### config.mk
export PLATFORM = sky130hd
export DESIGN_NAME = mult_rr_scheduler
export DESIGN_NICKNAME = d
export VERILOG_FILES = /design/src/rtl/mult_rr_scheduler.sv
export SDC_FILE = /design/constraint.sdc
export NUM_CORES = 1
export LEC_CHECK = 0
export ABC_AREA = 1
export CORE_MARGIN = 2
export CORE_UTILIZATION = 30
export DETAILED_ROUTE_END_ITERATION = 10
export DONT_BUFFER_PORTS = 1
export GPL_TIMING_DRIVEN = 0
export PLACE_DENSITY = 0.51
export SYNTH_ARGS = -nofsm -noshare
export SYNTH_HDL_FRONTEND = slang
export SYNTH_SLANG_ARGS = --single-unit
### constraint.sdc
create_clock -name clk_i -period 5.45 [get_ports clk_i]
set_input_delay 0.8175 -clock clk_i [delete_from_list [all_inputs] [get_ports clk_i]]
set_output_delay 0.8175 -clock clk_i [all_outputs]
set_load 0.005 [all_outputs]
### src/rtl/mult_rr_scheduler.sv
// mult_rr_scheduler: shares one 8x8 unsigned multiplier among NREQ requesters.
// Round-robin arbitration feeds a two-stage pipeline (operand register, then
// result register) that ends in a single tagged result port with backpressure.
//
// Handshake rules (all ports): a transfer happens on a rising edge where both
// valid and ready are high. A requester keeps req_a/req_b stable while its
// req_valid is high and not yet accepted; req_ready never depends on a
// requester's own data. res_c_o/res_id_o stay stable while res_valid_o is high
// and res_ready_i is low.
module mult_rr_scheduler #(
  parameter int NREQ = 4,
  parameter int ID_W = $clog2(NREQ)
) (
  input  logic              clk_i,
  input  logic              rst_ni,
  input  logic [NREQ-1:0]   req_valid_i,
  output logic [NREQ-1:0]   req_ready_o,
  input  logic [8*NREQ-1:0] req_a_i,
  input  logic [8*NREQ-1:0] req_b_i,
  output logic              res_valid_o,
  input  logic              res_ready_i,
  output logic [15:0]       res_c_o,
  output logic [ID_W-1:0]   res_id_o,
  output logic [15:0]       done_count_o,
  output logic [ID_W-1:0]   dbg_ptr_o,
  output logic              dbg_s1_valid_o
);

  // Round-robin pointer: the requester searched first.
  logic [ID_W-1:0] ptr_q, ptr_d;

  // Stage 1: operand register.
  logic            s1_valid_q, s1_valid_d;
  logic [7:0]      s1_a_q, s1_a_d;
  logic [7:0]      s1_b_q, s1_b_d;
  logic [ID_W-1:0] s1_id_q, s1_id_d;

  // Stage 2: result register driving the result port.
  logic            res_valid_q, res_valid_d;
  logic [15:0]     res_c_q, res_c_d;
  logic [ID_W-1:0] res_id_q, res_id_d;

  logic [15:0]     done_q, done_d;

  logic            s2_adv, s1_free;
  logic            found;
  logic            accept;
  logic [ID_W-1:0] grant;
  logic [7:0]      sel_a, sel_b;
  logic [15:0]     mul_c;

  assign s2_adv  = !res_valid_q || res_ready_i;
  assign s1_free = !s1_valid_q || s2_adv;

  // The one shared multiplier: unsigned 8x8 -> 16, fed only from stage 1.
  assign mul_c = 16'(s1_a_q) * 16'(s1_b_q);

  // Round-robin search: first look at ptr..NREQ-1, then wrap to 0..ptr-1.
  always_comb begin
    grant = '0;
    found = 1'b0;
    for (int i = 0; i < NREQ; i++) begin
      if (!found && req_valid_i[i] && (ID_W'(i) >= ptr_q)) begin
        grant = ID_W'(i);
        found = 1'b1;
      end
    end
    for (int i = 0; i < NREQ; i++) begin
      if (!found && req_valid_i[i]) begin
        grant = ID_W'(i);
        found = 1'b1;
      end
    end
  end

  // Operand mux for the granted requester.
  always_comb begin
    sel_a = '0;
    sel_b = '0;
    for (int i = 0; i < NREQ; i++) begin
      if (grant == ID_W'(i)) begin
        sel_a = req_a_i[8*i +: 8];
        sel_b = req_b_i[8*i +: 8];
      end
    end
  end

  assign accept = found && s1_free && rst_ni;

  // Only the granted requester sees ready, and only while stage 1 can take it.
  always_comb begin
    req_ready_o = '0;
    if (accept) req_ready_o[grant] = 1'b1;
  end

  // Next-state for pointer, both pipeline stages and the delivery counter.
  always_comb begin
    ptr_d       = ptr_q;
    s1_valid_d  = s1_valid_q;
    s1_a_d      = s1_a_q;
    s1_b_d      = s1_b_q;
    s1_id_d     = s1_id_q;
    res_valid_d = res_valid_q;
    res_c_d     = res_c_q;
    res_id_d    = res_id_q;
    done_d      = done_q;

    if (res_valid_q && res_ready_i) done_d = done_q + 16'd1;

    if (s2_adv) begin
      res_valid_d = s1_valid_q;
      if (s1_valid_q) begin
        res_c_d  = mul_c;
        res_id_d = s1_id_q;
      end
      // Stage 1 empties as its content moves on; a new accept may refill it.
      s1_valid_d = 1'b0;
    end

    if (accept) begin
      s1_valid_d = 1'b1;
      s1_a_d     = sel_a;
      s1_b_d     = sel_b;
      s1_id_d    = grant;
      ptr_d      = (grant == ID_W'(NREQ-1)) ? '0 : grant + ID_W'(1);
    end
  end

  // State registers; reset discards anything in flight.
  always_ff @(posedge clk_i or negedge rst_ni) begin
    if (!rst_ni) begin
      ptr_q       <= '0;
      s1_valid_q  <= 1'b0;
      s1_a_q      <= '0;
      s1_b_q      <= '0;
      s1_id_q     <= '0;
      res_valid_q <= 1'b0;
      res_c_q     <= '0;
      res_id_q    <= '0;
      done_q      <= '0;
    end else begin
      ptr_q       <= ptr_d;
      s1_valid_q  <= s1_valid_d;
      s1_a_q      <= s1_a_d;
      s1_b_q      <= s1_b_d;
      s1_id_q     <= s1_id_d;
      res_valid_q <= res_valid_d;
      res_c_q     <= res_c_d;
      res_id_q    <= res_id_d;
      done_q      <= done_d;
    end
  end

  assign res_valid_o    = res_valid_q;
  assign res_c_o        = res_c_q;
  assign res_id_o       = res_id_q;
  assign done_count_o   = done_q;
  assign dbg_ptr_o      = ptr_q;
  assign dbg_s1_valid_o = s1_valid_q;

endmodule
Word-level counts from Yosys, hierarchy flattened
Index checks and enable logic that the tools add are counted.

Register bits after elaboration: 56. Input port bits: 71. Word-level logic and storage cells: 79. Output and inout port bits: 42.

Reductions and logical operators: 29. Muxes and demuxes: 29. Add/subtract/negate cells: 2. $mul: 1. Magnitude comparators: 6. Eq/ne operators: 3.

Operators by type and width (number): $mux 8 (8); $add 16x1->16 const B (1); $mul 8x8->16 (1); $logic_and 1x1->1 (15); $mux 2 (7); $mux 1 (12); $logic_not 1->1 (9); $eq 2x2->1 const B (2); $ge 1x2->1 const A (2); $ge 2x2->1 const A (2); $mux 4 (1); $lt 2x3->1 const B (1); $add 2x1->2 const B (1); $demux 1 s2 (1); $eq 2x1->1 const B (1); $ge 2x1->1 const B (1); $logic_not 2->1 (1); $logic_or 1x1->1 (2); $reduce_and 2->1 (1); $reduce_bool 2->1 (1).

Depth between registers and ports, before layout
Word-level depth: 32. Gate-level depth with buffers: 21. Depth with buffers taken out: 20.

Worst setup path before layout
OpenSTA, ideal clock, no wires.

Path kind: register to register. Start point: reg s1_a_q[0]. End point: reg res_c_q[9] (netlist: res_c_o[9]). Buffers on the path: 1. Data arrival time: 3.859 ns. Stages on the path, launching flop included: 18. Data required time: 5.333 ns. Path slack: 1.474 ns. Library setup time: 0.117 ns. Period minus slack after synthesis: 3.976 ns. Cells stage by stage: dfrtp_1 > clkbuf_1 > nand2_1 > fa_1 > fa_1 > inv_1 > fa_1 > inv_1 > fa_1 > inv_1 > ha_1 > nand2_1 > inv_1 > nand2_1 > nand3_1 > or2_2 > nand3_1 > nand2_1.

Word-level cells in the longest chain between the ends: 1.

RTL lines: from (decl) (RTL line 34) `logic [7:0] s1_a_q, s1_a_d;`; from (signal assigned) (RTL line 134) `s1_a_q <= '0;`; from (signal assigned) (RTL line 144) `s1_a_q <= s1_a_d;`; $mul 8x8->16 (RTL line 56) `assign mul_c = 16'(s1_a_q) * 16'(s1_b_q);`; to (signal assigned) (RTL line 148) `res_c_q <= res_c_d;`; to (decl) (RTL line 40) `logic [15:0] res_c_q, res_c_d;`.

Every way passes these cells. A chain may end at the register's enable or synchronous reset.

Worst setup path after layout
Start point: reg s1_b_q[7]. End point: reg res_c_q[9] (netlist: res_c_o[9]).

Word-level cells in the longest chain between the ends: 1.

RTL lines: from (decl) (RTL line 35) `logic [7:0] s1_b_q, s1_b_d;`; from (signal assigned) (RTL line 135) `s1_b_q <= '0;`; from (signal assigned) (RTL line 145) `s1_b_q <= s1_b_d;`; $mul 8x8->16 (RTL line 56).

Every way passes these cells.

==> results.txt <==
The flow ran to the end, and the final reports show no timing, DRC or antenna violations. For this configuration, the core starts out at a cell density of 30.85%. The average cell area after synthesis came out at 6.980 sq um.

The count of pins over their slew limit came out at 0. Yosys attributes the largest share of cell area to sky130_fd_sc_hd__dfrtp_1 (26%), sky130_fd_sc_hd__nand2_1 (19%), sky130_fd_sc_hd__fa_1 (13%), sky130_fd_sc_hd__inv_1 (11%), sky130_fd_sc_hd__ha_1 (9.6%). The register bit total from synthesis came out at 56. The number of placed cells counting well taps is 992. TritonCTS built the clock tree. The CTS sink count came out at 56. Along the worst path, the maximum fanout reaches 9. The share of power burned in the clock network came out at 10.1%. Summed over all cells, the static leakage comes to 3.443 nW. The number of setup buffers added after CTS is 0. Summed over all nets, the half-perimeter wirelength after detailed placement is 9.949 mm. The DRC violation total after the first TritonRoute iteration came out at 215. CTS built an H-tree with a depth of 2.

In this run the deepest clock path goes through 2 buffers. The clock transition time at the flip-flop clock pins of the worst setup and hold paths is 0.08 ns. The share of total power in combinational logic is 69.1%.

The internal power summed over all cells came out at 1.574 mW. The first-pass GRT wire length came out at 20.76 mm. The region available for standard cell placement spans 0.01736 sq mm. The post-synthesis net count is 915.

The total area of sequential cells is 0.001401 sq mm. The number of antenna-violating nets in the routed design came out at 0. The dominant delay contributor by cell family on the critical path is adder cells. The number of detailed-routing iterations run before antenna repair is 6. The count of max-cap constraint violations is 0.

The clock latency reported for the late side of the worst-skew pair is 0.30 ns. After layout, the worst path uses 78.33% of the clock period. Cells fill 33.33% of the core in the end. Dividing total power by cell area gives a power density of 564.9 mW/mm^2.

The area taken by multi-input logic gates is 0.003217 sq mm. The vertical die dimension came out at 137.6 um. The worst setup path is captured at a register. The number of instances in the synthesized netlist is 767. On the final layout, the worst hold slack is 0.1976 ns.

The total design power is 3.268 mW. The routed design has 12.21 mm of wire. The average vias per placed instance is 4.376.

During placement, the flow inserted port buffers numbering 0. The total global-route track usage is 13.61%. At the pin with the least slew margin, the transition time is 0.5296 ns. Traced cell by cell, the critical path runs through clkbuf_1 -> nand2_1 -> fa_1 -> fa_1 -> inv_1 -> fa_1 -> inv_1 -> fa_1 -> inv_1 -> ha_1 -> nand2_1 -> inv_1 -> nand2_1 -> nand3_1 -> or2_2 -> nand3_1 -> nand2_1. The largest stage delay on the critical path is 0.55 ns. The area growth from synthesis to final layout is 8.039%.

For this run the aggregate overflow at the end of global routing stands at 0. The switching power came out at 1.694 mW. The number of rows created at floorplan came out at 48.

The post-cts resize count is 0. The critical path required time is 5.64 ns. The die span in x is 137.6 um. Measured against its own limit, the worst slew margin works out to 64.69%. The highest clock rate is 0.2342 GHz. The biggest area consumer among synthesized cells is sky130_fd_sc_hd__dfrtp_1. The mapped cell area is 0.005354 sq mm. The tightest min-delay check is of the in2async type. The share of total power consumed by net switching is 51.84%. The initial antenna violation count is 0. The critical path arrival is 4.46 ns. Together, buffers and inverters on the worst path number 5.

The worst setup path is of the reg2reg kind. The layout has 1894 filler cells. Entering global routing, the biggest net connects 58 pins. The minimum clock period after layout came out at 4.269 ns.

In this run the critical register-to-register path is launched from s1_b_q[7]$_DFFE_PN0N_. Setup violations remaining at the end of the flow were counted as 0. The count of placed standard cells in the final layout, fillers left out is 1000. The internal reg-to-reg setup slack is 1.18 ns. Across the VDD grid, the largest voltage drop is 0.2621 mV. The number of clock buffers added by TritonCTS is 5. The standard cell with the maximum stage delay on the critical path is sky130_fd_sc_hd__fa_1. Setup repair after global routing left no endpoint under its margin. The total count of hold-check failures in the final report came out at 0. The number of global-route vias before repair came out at 4299.

The post-detailed-route wirelength per cell came out at 12.21 um. The number of warnings printed during yosys synthesis is 0. The area of the die came out at 0.01893 sq mm. The terminus of the critical flop-to-flop path is res_c_o[9]$_DFFE_PN0P_. In this run the worst setup path begins at s1_b_q[7]$_DFFE_PN0N_. The number of top-level pins is 113. Sequential cells were found to cover 26.17% of the synthesized design area. Buffers inserted to repair hold after CTS numbered 0. The number of antenna diodes in the final layout is 0. The setup TNS is 0 ns.

The proportion of layout cells with a drive suffix above 1 came out at 3.742%. The total number of vias came out at 4376. Of the post-synthesis cell area, the dominant cell type holds 26.17%.

In this run the clock root is driven by a sky130_fd_sc_hd__clkbuf_16. The length in cells of the worst reg-to-reg path is 17. STA classifies the critical path startpoint as a register.

The number of DRC violations after detailed routing is 0. The portion of total power attributed to sequential cells is 20.9%. The routability congestion estimate is 0.8117.

The count of different cell masters after synthesis came out at 32. The setup clock skew after layout is 0.009635 ns. The number of nets in the finished design is 922.
[power by group through the flow]
stage               Sequential, mW  Clock [mW]  Combinational, mW
floorplan                    0.657           0               1.80
global placement             0.693           0               2.28
detailed placement           0.694           0               2.28
CTS                          0.687       0.341               2.30
global route                 0.704       0.357               2.75
finish                       0.682       0.329               2.26
[worst max path at each step]
| stage | to | slack [ns] | depth (start not counted) |
|---|---|---|---|
| 4_1_cts | res_c_o[9]$_DFFE_PN0P_ | 1.16 | 17 |
| 2_1_floorplan | res_c_o[9]$_DFFE_PN0P_ | 1.47 | 17 |
| 6_report | res_c_o[9]$_DFFE_PN0P_ | 1.18 | 17 |
| 3_5_place_dp | res_c_o[9]$_DFFE_PN0P_ | 1.17 | 17 |
| 5_1_grt | res_c_o[9]$_DFFE_PN0P_ | 0.80 | 17 |
| 3_3_place_gp | res_c_o[9]$_DFFE_PN0P_ | 1.16 | 17 |
[cell type report]
class | instances | share of cell area, %
multi-input combinational | 523 | 55.61
sequential | 56 | 24.23
inverter | 154 | 10.04
tap | 225 | 4.867
buffer | 34 | 2.682
clock buffer | 5 | 2.163
clock inverter | 3 | 0.4110
[state kept, by name, indices dropped and copies added (netlist names)]
name            cells
res_valid_o         1
s1_a_q              8
s1_id_q             2
res_id_o            2
dbg_s1_valid_o      1
s1_b_q              8
res_c_o            16
dbg_ptr_o           2
done_count_o       16
[layer usage]
layer | vias to the layer above | wire (um) | part of all wire, % | GRT usage [%]
met5 | - | 0 | 0 | 0
met4 | 0 | 102 | 0.84 | 2.577
met3 | 6 | 554 | 4.5 | 2.318
met2 | 111 | 5361 | 44 | 21.45
met1 | 1941 | 6196 | 51 | 19.65
li1 | 2318 | - | - | -
[metrics by stage]
step	cell area (sq um)	worst slack (ns)
detailed placement	5635	1.171
global route	5784	0.8033
CTS	5784	1.159
floorplan	5354	1.474
global placement	5635	1.159
finish	5784	1.181
[logic make-up (layout without fill, tap and decap cells)]
kind of cell | Yosys count | count (layout) | share of synthesized area, %
xor+xnor | 18 | 18 | 2.945
fa+ha+maj | 77 | 77 | 23.04
compound gates | 67 | 67 | 6.544
simple gates | 361 | 361 | 27.55
buf+inv | 188 | 196 | 13.74
flops | 56 | 56 | 26.17
[placed cells by master, fill, tap and decap left out, drive strengths merged, types with 2 or more instances in the layout]
cell type,instances
nand2,277
ha,41
nand3,40
xor2,9
buf,11
inv,153
o21ai,43
nor2,28
a21oi,22
clkinv,2
clkinvlp,2
fa,36
xnor2,9
dfrtp,56
nand4,11
clkbuf,28
[synth_stat cells (all sizes together)]
cell type,n
xor2,9
xnor2,9
nor3,1
nand2,277
dfrtp,56
nor3b,1
buf,11
nor2,28
or2,1
fa,36
a21oi,22
clkbuf,23
clkinv,1
nand3,40
inv,153
a21boi,1
a31oi,1
nand3b,1
nand4,11
and2,1
o21ai,43
ha,41
(Power assumes the default switching activity.)
